## src/rtl/alu_ctrl.sv

```systemverilog
// -----------------------------------------------------------------------------
// alu_ctrl
// Sequencing controller for the 8-bit ALU datapath (9-bit accumulator A,
// multiplier/quotient register Q with Booth bit Q[-1], operand register M and
// a shared adder/subtractor). A single start pulse runs add, subtract, Booth
// radix-2 multiply or non-restoring divide as a multi-cycle micro-sequence.
//
// Register control encoding (a_sel, q_sel):
//    00 hold, 01 shift right arithmetic, 10 shift left, 11 parallel load.
//
// Ports
//    clk        in   clock, rising edge
//    rst_b      in   synchronous reset, active-high
//    start      in   operation request, sampled only in IDLE
//    op         in   00 add, 01 sub, 10 mul, 11 div (latched on start)
//    q0         in   Q[0]
//    q_m1       in   Q[-1]
//    a_sign     in   A[N]
//    m_zero     in   M == 0
//    in_sel     out  input bus mux: 0 operand X, 1 operand Y
//    a_src      out  A load source: 00 zero, 01 input bus, 10 adder
//    a_sel      out  A register control
//    q_sel      out  Q register control
//    m_load     out  M <- input bus
//    alu_sub    out  adder computes A-M when 1, A+M when 0
//    qm1_clr    out  Q[-1] <- 0
//    qm1_shift  out  Q[-1] <- Q[0]
//    q0_wr      out  Q[0] <- q0_val
//    q0_val     out  bit written to Q[0]
//    busy       out  high in every state except IDLE
//    done       out  one-cycle pulse in FIN
//    err        out  divide-by-zero flag, held until the next accepted start
// -----------------------------------------------------------------------------
module alu_ctrl #(
   parameter int N  = 8,
   parameter int CW = 4
) (
   input  logic       clk,
   input  logic       rst_b,
   input  logic       start,
   input  logic [1:0] op,
   input  logic       q0,
   input  logic       q_m1,
   input  logic       a_sign,
   input  logic       m_zero,
   output logic       in_sel,
   output logic [1:0] a_src,
   output logic [1:0] a_sel,
   output logic [1:0] q_sel,
   output logic       m_load,
   output logic       alu_sub,
   output logic       qm1_clr,
   output logic       qm1_shift,
   output logic       q0_wr,
   output logic       q0_val,
   output logic       busy,
   output logic       done,
   output logic       err
);

   localparam logic [1:0] SR_HOLD = 2'b00;
   localparam logic [1:0] SR_ASR  = 2'b01;
   localparam logic [1:0] SR_SHL  = 2'b10;
   localparam logic [1:0] SR_LOAD = 2'b11;

   localparam logic [1:0] SRC_ZERO = 2'b00;
   localparam logic [1:0] SRC_BUS  = 2'b01;
   localparam logic [1:0] SRC_ADD  = 2'b10;

   localparam logic [CW-1:0] CNT_LAST = CW'(N - 1);

   typedef enum logic [3:0] {
      IDLE, LD1, LD2, ADD, MTEST, MSHIFT, DSHIFT, DOP, DSETQ, DCORR, FIN
   } state_e;

   state_e        state_q, state_d;
   logic [CW-1:0] cnt_q, cnt_d;
   logic [1:0]    op_q, op_d;
   logic          err_q, err_d;

   // NOTE: state registers use non-blocking assignments so every flop samples
   // the pre-edge value of every other flop, independent of block ordering.
   always_ff @(posedge clk) begin
      if (rst_b) begin
         state_q <= IDLE;
         cnt_q   <= '0;
         op_q    <= 2'b00;
         err_q   <= 1'b0;
      end else begin
         state_q <= state_d;
         cnt_q   <= cnt_d;
         op_q    <= op_d;
         err_q   <= err_d;
      end
   end

   // NOTE: every signal driven here gets a default first, so no path through
   // the case statement can leave one unassigned and infer a latch.
   always_comb begin
      state_d   = state_q;
      cnt_d     = cnt_q;
      op_d      = op_q;
      err_d     = err_q;
      in_sel    = 1'b0;
      a_src     = SRC_ZERO;
      a_sel     = SR_HOLD;
      q_sel     = SR_HOLD;
      m_load    = 1'b0;
      alu_sub   = 1'b0;
      qm1_clr   = 1'b0;
      qm1_shift = 1'b0;
      q0_wr     = 1'b0;
      q0_val    = 1'b0;
      done      = 1'b0;

      unique case (state_q)
         IDLE: begin
            if (start) begin
               state_d = LD1;
               op_d    = op;
               err_d   = 1'b0;
            end
         end
         LD1: begin
            // add/sub: A <- X ; mul/div: M <- X
            if (!op_q[1]) begin
               a_sel = SR_LOAD;
               a_src = SRC_BUS;
            end else begin
               m_load = 1'b1;
            end
            state_d = LD2;
         end
         LD2: begin
            in_sel = 1'b1;
            if (!op_q[1]) begin
               m_load  = 1'b1;
               state_d = ADD;
            end else begin
               q_sel   = SR_LOAD;
               a_sel   = SR_LOAD;
               a_src   = SRC_ZERO;
               qm1_clr = 1'b1;
               cnt_d   = '0;
               // m_zero already reflects the divisor loaded in LD1
               if (op_q[0] && m_zero) begin
                  err_d   = 1'b1;
                  state_d = FIN;
               end else begin
                  state_d = op_q[0] ? DSHIFT : MTEST;
               end
            end
         end
         ADD: begin
            a_sel   = SR_LOAD;
            a_src   = SRC_ADD;
            alu_sub = op_q[0];
            state_d = FIN;
         end
         MTEST: begin
            // Booth pair {Q[0],Q[-1]}: 01 add M, 10 subtract M, else hold
            if (q0 != q_m1) begin
               a_sel   = SR_LOAD;
               a_src   = SRC_ADD;
               alu_sub = q0;
            end
            state_d = MSHIFT;
         end
         MSHIFT: begin
            a_sel     = SR_ASR;
            q_sel     = SR_ASR;
            qm1_shift = 1'b1;
            cnt_d     = cnt_q + CW'(1);
            state_d   = (cnt_q == CNT_LAST) ? FIN : MTEST;
         end
         DSHIFT: begin
            a_sel   = SR_SHL;
            q_sel   = SR_SHL;
            state_d = DOP;
         end
         DOP: begin
            // non-restoring step: subtract when A is non-negative, else add
            a_sel   = SR_LOAD;
            a_src   = SRC_ADD;
            alu_sub = ~a_sign;
            state_d = DSETQ;
         end
         DSETQ: begin
            q0_wr   = 1'b1;
            q0_val  = ~a_sign;
            cnt_d   = cnt_q + CW'(1);
            state_d = (cnt_q == CNT_LAST) ? DCORR : DSHIFT;
         end
         DCORR: begin
            // negative remainder is restored by one final add
            if (a_sign) begin
               a_sel = SR_LOAD;
               a_src = SRC_ADD;
            end
            state_d = FIN;
         end
         FIN: begin
            done    = 1'b1;
            state_d = IDLE;
         end
         default: state_d = IDLE;
      endcase
   end

   assign busy = (state_q != IDLE);
   assign err  = err_q;

endmodule
```

## config.mk

```make
export PLATFORM = sky130hd
export DESIGN_NAME = alu_ctrl
export DESIGN_NICKNAME = d
export VERILOG_FILES = /design/src/rtl/alu_ctrl.sv
export SDC_FILE = /design/constraint.sdc
export NUM_CORES = 1
export LEC_CHECK = 0
export CAP_MARGIN = 30
export CORE_ASPECT_RATIO = 0.8
export CORE_UTILIZATION = 45
export CTS_CLUSTER_DIAMETER = 50
export DETAILED_ROUTE_END_ITERATION = 7
export HOLD_SLACK_MARGIN = 0.1
export PLACE_DENSITY = 0.85
export RECOVER_POWER = 100
export SLEW_MARGIN = 10
export SYNTH_ARGS = -nofsm -noshare
export SYNTH_HDL_FRONTEND = slang
export SYNTH_SLANG_ARGS = --single-unit
```

## constraint.sdc

```tcl
create_clock -name clk -period 3.18 [get_ports clk]
set_input_delay 0.954 -clock clk [delete_from_list [all_inputs] [get_ports clk]]
set_output_delay 0.954 -clock clk [all_outputs]
set_load 0.05 [all_outputs]
```

---- After elaboration in Yosys (flattened, before gate mapping) ----
Cells that the tools add are included.
cells by class
  multiplexer cells ....................... 34
  equal/unequal tests ..................... 15
  bitwise logic cells ..................... 1
  add/sub/neg operators ................... 1
  reductions and logical operators ........ 11
operator list
  cell                   count
  $pmux W4 S9            1
  $mux W4                6
  $eq A4 B3 Y1 const B   5
  $mux W2                7
  $pmux W2 S7            1
  $mux W1                13
  $eq A4 B4 Y1 const B   3
  $eq A4 B2 Y1 const B   2
  $pmux W2 S4            1
  $pmux W4 S2            1
  $ne A2 B2 Y1 const B   3
  $pmux W2 S3            1
  $reduce_or A2 Y1       3
  $add A4 B1 Y4 const B  1
  $eq A4 B1 Y1 const B   1
  $logic_not A4 Y1       1
  $pmux W1 S2            2
  $reduce_and A2 Y1      2
  $reduce_and A4 Y1      1
  $reduce_bool A2 Y1     2
  $reduce_bool A4 Y1     1
  $pmux W1 S3            1
  $logic_and A1 B1 Y1    1
  $ne A1 B1 Y1           1
  $not A1 Y1             1
word-level totals
  input bits .............................. 9
  word-level logic and storage cells ...... 66
  output and inout port bits .............. 16
  flip-flop bits (word level) ............. 11

---- Depth between registers and ports, before layout ----
Gate-level depths: netlist of the first run.
  depth in word-level cells ............... 4
  gate-level depth with buffers ........... 6
  mapped depth without buffers ............ 6

---- Worst setup path before layout of the first run ----
No wires, ideal clock.
  path type ............................... input port to output port
  start point ............................. in q_m1
  end point ............................... out a_sel[1]
  path buffers ............................ 0
  setup slack ............................. -172 ps
  data arrival time ....................... 2398 ps
  data required time ...................... 2226 ps
  stages on the path ...................... 6
  path through ............................ inv_1 -> ha_1 -> or4b_1 -> a21oi_1 -> a31oi_1 -> o21ai_1
on the way
  word-level cells in the longest chain between the ends .. 3
ends and longest elaborated chain
  element       line  source
  from (decl)   43    input logic q_m1,
  $ne A1 B1 Y1  162   if (q0 != q_m1) begin
  $mux W2       162
  $pmux W2 S7   116   unique case (state_q)
  to (decl)     48    output logic [1:0] a_sel,
Every way passes these cells.

---- Final worst setup path of the first run ----
Same ends and word-level chain as after synthesis.

==> out/qor.txt, run 1 <==
Status: finished with violations
Violated checks: setup timing
Post-Synthesis Cells: 102
ANT cells: 0
Post-CTS Hold Fix Bufs: 0
Number of nets in the synthesized netlist: 113
Worst setup skew after layout: 0.00343 ns
Clock transition at the register clock pins on the worst setup and hold paths after CTS: 0.07 ns
Worst reg-to-reg path cell count: 5
Total design power: 410 uW
H-tree Lvls: 1
MaxCap Viol Count: 0
Kind of critical path: in -> out
Largest voltage drop on the vdd net: 0.000276 V
Synth Warn #: 0
Fraction of layout cells with a size suffix above 1: 24.4%
Final Cycle Share: 102%
Routed WL per cell: 14.1 um
Total via count in the routed design: 834
Clock latency reported for the late side of the worst-skew pair: 0.27 ns
Vertical extent of the die: 39.6 um
Startpoint of the most critical hold path: op_q[0]
Worst Setup Start Kind: input pin
Area growth from synthesis to layout: 47.8%
Root Buffer Master: clkbuf_4
Overflow after GRT: 0
Horizontal die dimension: 48.9 um
Depth of the worst hold-timing path: 2
Number of placement rows: 13
Worst R2R Setup Slack: 1.49 ns
Crit Reg-Reg Startpoint: state_q[2]
Setup repair after global routing missed its margin: true
Power density over the cells: 350 nW/um^2
Data arrival time at the worst-slack endpoint: 2.28 ns
Area of the core: 1640 um^2
Antenna violations before repair: 0
Half-perimeter wire length after placement: 1.50 mm
Area enclosed by the die boundary: 1940 um^2
Fin. Hold Viols: 0
Clock tree from TritonCTS: yes
Worst slew margin relative to its limit: 63.6%
Number of distinct library cells after synthesis: 37
Ports placed on the boundary: 25
Worst Hold End: state_q[3]
Setup slack after layout: -0.0564 ns
Post-synthesis register bit count: 11
Worst-case clock buffer depth: 2
Total Negative Setup Slacks: -0.131 ns
Maximum clock rate: 309 MHz
Remaining DRCs: 0
Final setup violation count: 3
Fill cell instance count of the final layout: 122
Dominant register cell in the synthesized netlist: dfxtp_1
Last weighted congestion value of the routability-driven placer: 0.814
Synthesized cell area: 793 um^2
Sequential area share after synthesis: 27.8%
Top fanout value on the critical path: 3
Leakage power figure: 0.489 nW
Initial detailed-routing violation count: 25
Post-synthesis area per instance: 7.78 um^2
Num Clock Sinks: 11
Port Buffer Count: 24
Global-route wire length before repair: 3.39 mm
Post-synth ARST share: 0%
Endpoint of the worst-slack reg-to-reg timing path: state_q[2]
Number of buffers inserted by post-CTS setup repair: 0
Total routing resource utilization after global routing: 23.9%
Count of flip-flops with a built-in enable after synthesis: 0
DR pass1 iterations: 4
Vias per Instance: 5.60
Starting Density: 48.3%
Slew Viols, Final: 0
Nets: 139
Time the worst path needs with I/O delays and setup: 3.24 ns
Clock buffer count from CTS: 3
Total wire length after detailed routing: 2.10 mm
Pin count of the biggest net entering global routing: 18
Worst path required time: 2.23 ns
Kind of end point of the critical path: output pin
Via count of the first global-routing pass: 732
Slew of the pin with the lowest slew margin: 0.545 ns
Antenna-violating nets left: 0
Worst setup timing slack at the placement stage: -0.499 ns
HP Class: reg -> reg
## per-stage QoR
stage	cell area (um^2)	utilization, %	cells	hold slack (ns)
6_report	1170	71.4	149	0.576
2_1_floorplan	800	-	102	0.496
3_5_place_dp	1100	66.7	145	0.557
3_3_place_gp	1100	66.7	145	0.535
4_1_cts	1160	70.8	149	0.564
5_1_grt	1170	71.4	149	0.619
## flip-flops by register name (all words and copies together), names as in the netlist
register	flops
cnt_q	4
err	1
op_q	2
state_q	4
## synthesized netlist by cell type, types with 3 or more instances
library cell / n / area (um^2)
a21oi_1: 6 / 30.0
o21ai_0: 4 / 20.0
and3_1: 5 / 31.3
inv_1: 5 / 18.8
nor3_1: 6 / 30.0
dfxtp_1: 11 / 220
o21a_1: 3 / 22.5
nand3_1: 4 / 20.0
nand2_1: 4 / 15.0
a31oi_1: 3 / 18.8
nor2_1: 12 / 45.0
nor2b_1: 6 / 37.5
## power breakdown
group	internal, mW	total [mW]	switching [mW]
Clock	0.0486	0.0963	0.0477
Sequential	0.144	0.160	0.0165
Combinational	0.0647	0.154	0.0891
## metal layers
layer	global-route usage, %	vias up	wire length [um]
li1	-	416	-
met1	29.5	394	964
met2	42.0	22	1010
met3	6.20	2	114
met4	6.62	0	7
met5	0	-	0
## final cells by class
cell class | count | area (um^2) | share of cell area [%]
multi-input cells | 80 | 567 | 48.3
well taps | 22 | 27.5 | 2.35
flip-flops and latches | 11 | 223 | 19.0
repair buffers | 27 | 308 | 26.3
inverters | 5 | 21.3 | 1.81
clock buffers | 4 | 26.3 | 2.24
## worst max-delay path by stage
stage | slack, ns | from | cells past startpoint | end
after global placement | -0.45 | q_m1 | 8 | a_sel[1]
final | -0.06 | q_m1 | 8 | a_sel[1]
after global routing | -0.09 | q_m1 | 8 | a_sel[1]
after CTS | -0.06 | q_m1 | 8 | a_sel[1]
after detailed placement | -0.50 | q_m1 | 8 | a_src[1]
after floorplan | -0.03 | q_m1 | 6 | a_src[1]
## logic make-up after synthesis
| logic type | Yosys count | share of synthesized area, % |
|---|---|---|
| buffers and inverters | 11 | 6.94 |
| muxes | 2 | 2.52 |
| DFF | 11 | 27.8 |
| and+or+nand+nor | 49 | 37.4 |
| AOI/OAI and AO/OA | 25 | 20.0 |
| adders and majority gates | 2 | 3.15 |
| xor gates and xnor gates | 2 | 2.21 |
## critical path: stages
cell     delay [ns]
buf_6          0.10
inv_4          0.04
ha_4           0.18
or4b_4         0.49
a21oi_4        0.19
a31oi_4        0.06
o21ai_2        0.11
buf_12         0.15
## cells in the final DEF, fill, tap and decap left out, types with 4 or more instances in the layout
cell	netlist	routed
buf_4	1	6
and3_1	5	5
dfxtp_1	11	9
nor2_1	12	12
a21oi_1	6	5
buf_12	0	5
nand3_1	4	4
nor3_1	6	6
clkdlybuf4s50_1	0	14
nor2b_1	6	6
o21ai_0	4	4
## what timing repair did
| item | 4_1_cts | 5_1_grt |
|---|---|---|
| gates resized for setup | 16 | 3 |
| gates cloned | 0 | 0 |
| setup endpoints to repair | 3 | 7 |
| pin swaps | 4 | 3 |
No activity file was read; power rests on OpenSTA's default activity.
==> inputs of run 2 (changes only) <==
--- a/config.mk
+++ b/config.mk
@@ -11,7 +11,7 @@
 export CTS_CLUSTER_DIAMETER = 50
 export DETAILED_ROUTE_END_ITERATION = 7
 export HOLD_SLACK_MARGIN = 0.1
-export PLACE_DENSITY = 0.85
+export PLACE_DENSITY = 0.83
 export RECOVER_POWER = 100
 export SLEW_MARGIN = 10
 export SYNTH_ARGS = -nofsm -noshare
==> run 2 against run 1 <==
Non-clock buffer count grew 1. Fmax shrank 0.15%. Routed wire length grew 5.1%. Worst hold slack gained 0.0031 ns. Combinational power is essentially flat. Largest cell class unchanged. Highest routed layer unchanged. Clock-buffer cell count is the same. Design area shrank 0.11%. The run still ends with setup timing left. Die area is the same. Critical endpoint unchanged. Global-route usage grew 0.74 points.
==> out/qor.txt, run 2 (same netlist as run 1, synthesis figures left out) <==
Kind of critical path: in -> out
Global-route wire length before repair: 3.38 mm (-0.38%)
Overflow after GRT: 0 (unchanged)
Nets: 140 (+0.72%)
Area of the core: 1640 um^2 (unchanged)
Sequential Power Share: 38.8% (-0.2 points)
Worst R2R Setup Slack: 1.38 ns (-0.11 ns)
Antenna violations before repair: 0 (unchanged)
Number of placement rows: 13 (unchanged)
Fill cell instance count of the final layout: 122 (unchanged)
Leakage power figure: 0.488 nW (-0.16%)
Root Buffer Master: clkbuf_4
Violated checks: setup timing
HP Class: reg -> reg
Slew Viols, Final: 0 (unchanged)
Pin count of the biggest net entering global routing: 19 (+1)
Worst setup path startpoint: q_m1
Clock transition at the register clock pins on the worst setup and hold paths after CTS: 0.07 ns (about the same)
Fin. Hold Viols: 0 (unchanged)
Number of buffers inserted by post-CTS setup repair: 0 (unchanged)
Worst reg-to-reg path cell count: 6 (+1)
Ports placed on the boundary: 25 (unchanged)
Horizontal die dimension: 48.9 um (unchanged)
Power density over the cells: 354 nW/um^2 (+1.1%)
Total via count in the routed design: 886 (+6.2%)
Data arrival time at the worst-slack endpoint: 2.29 ns (about the same)
Half-perimeter wire length after placement: 1.63 mm (+8.5%)
Via count of the first global-routing pass: 722 (-1.4%)
Int Pwr: 255 uW (-0.54%)
Crit Reg-Reg Startpoint: state_q[1]
Initial detailed-routing violation count: 23 (-8.0%)
Setup repair after global routing missed its margin: true
Final Cycle Share: 102% (+0.15 points)
Vertical extent of the die: 39.6 um (unchanged)
Vias per Instance: 5.91 (+5.5%)
Largest voltage drop on the vdd net: 0.000327 V (+18%)
Total wire length after detailed routing: 2.20 mm (+5.1%)
Setup slack after layout: -0.0612 ns (-0.00476 ns)
Port Buffer Count: 24 (unchanged)
Fraction of layout cells with a size suffix above 1: 21.9% (-2.5 points)
Top library cells by usage in the layout, fill and taps aside: clkdlybuf4s50_1 (13), nor2_1 (12), dfxtp_1 (10)
Area enclosed by the die boundary: 1940 um^2 (unchanged)
Critical path capture point: a_sel[1]
Clock buffer count from CTS: 3 (unchanged)
Clock latency reported for the late side of the worst-skew pair: 0.28 ns (about the same)
H-tree Lvls: 1 (unchanged)
Clock tree from TritonCTS: yes
Worst slew margin relative to its limit: 60.6% (-3.0 points)
Top fanout value on the critical path: 3 (unchanged)
Final setup violation count: 3 (unchanged)
Maximum clock rate: 309 MHz (-0.15%)
Net switching fraction of the power: 38.3% (+0.95 points)
Worst setup skew after layout: 0.00163 ns (-0.00180 ns)
Status: finished with violations
Area growth from synthesis to layout: 47.6%
Remaining DRCs: 0 (unchanged)
Time the worst path needs with I/O delays and setup: 3.24 ns (+0.00476 ns)
MaxCap Viol Count: 0 (unchanged)
Endpoint of the worst-slack reg-to-reg timing path: cnt_q[0]
Last weighted congestion value of the routability-driven placer: 0.805 (-1.1%)
Num Clock Sinks: 11 (unchanged)
Antenna-violating nets left: 0 (unchanged)
DR pass1 iterations: 4 (unchanged)
Area taken by flip-flops and latches: 221 um^2 (-0.56%)
Total routing resource utilization after global routing: 24.7% (+0.74 points)
Most common cell after layout, fill and taps aside: clkdlybuf4s50_1
Area of the multi-input gates: 567 um^2 (unchanged)
Final core occ: 71.3% (-0.076 points)
Post-CTS Hold Fix Bufs: 0 (unchanged)
Total Negative Setup Slacks: -0.120 ns (+0.0112 ns)
Worst path required time: 2.23 ns (about the same)
Kind of end point of the critical path: output pin
ANT cells: 0 (unchanged)
Worst-case clock buffer depth: 2 (unchanged)
Routed WL per cell: 14.7 um (+4.4%)
Slew of the pin with the lowest slew margin: 0.590 ns (+0.0451 ns)
Largest registers in the final layout: cnt_q: 4 flops, state_q: 4 flops, op_q: 2 flops
Worst Setup Start Kind: input pin
Net switching power of the design: 159 uW (+3.5%)
Proportion of power drawn by combinational gates: 36.9% (-0.6 points)
Starting Density: 48.3% (unchanged)
Part of the total power dissipated in the clock network: 24.3% (+0.8 points)
run 2: changes by cell type in the layout (fill, tap and decap cells not counted), sizes merged:
cell and change:
buf -1, dlygate4sd3 +1, clkbuf +2, clkdlybuf4s50 -1
run 2: layout make-up:
class | instances | area share [%]
Tap cell | 22 | 2.35
Inverter | 5 | 1.82
Multi-Input combinational cell | 80 | 48.4
Sequential cell | 11 | 18.9
Clock buffer | 4 | 2.24
Timing Repair Buffer | 28 | 26.3
run 2: what timing repair did:
action	4_1_cts	5_1_grt
gates resized for setup	10	7
pin swaps	4	4
hold endpoints to repair	0	0
endpoints found under the setup margin	3	6
run 2: worst max-delay path: stages:
cell and delay [ns]:
buf_6 0.10, inv_4 0.04, ha_4 0.18, or4b_4 0.49, a21oi_4 0.18, a31oi_4 0.06
o21ai_2 0.13, buf_12 0.16
run 2: stage by stage:
step	area, um^2	total power [mW]	hold WS [ns]	std cells	setup slack (ns)
final	1170	0.414	0.579	150	-0.0612
after floorplan	800	0.251	0.496	102	-0.0266
after detailed placement	1100	0.310	0.562	146	-0.491
after CTS	1140	0.408	0.579	150	-0.142
after global routing	1170	0.433	0.627	150	-0.0884
after global placement	1100	0.306	0.532	146	-0.464
run 2: metal layers:
layer / wire [um] / part of all wire (%) / track usage [%] / up-vias
li1: - / - / - / 417
met1: 927 / 42 / 29.8 / 409
met2: 1070 / 48 / 42.0 / 52
met3: 171 / 7.8 / 6.98 / 8
met4: 36 / 1.6 / 10.3 / 0
met5: 0 / 0 / 0 / -
run 2: worst min path at each step:
stage | startpoint | to | slack [ns] | depth (start not counted)
global placement | cnt_q[3] | cnt_q[3] | 0.53 | 2
global route | op_q[0] | state_q[3] | 0.63 | 2
finish | cnt_q[0] | cnt_q[0] | 0.58 | 2
floorplan | op_q[0] | state_q[3] | 0.50 | 2
CTS | cnt_q[0] | cnt_q[0] | 0.58 | 2
detailed placement | cnt_q[0] | cnt_q[0] | 0.56 | 2
run 2: power by group through the flow:
stage	clock network, mW	registers, mW	logic (mW)
6_report	0.100	0.161	0.153
5_1_grt	0.111	0.162	0.161
4_1_cts	0.100	0.159	0.149
3_5_place_dp	0	0.162	0.149
3_3_place_gp	0	0.161	0.146
2_1_floorplan	0	0.151	0.0993
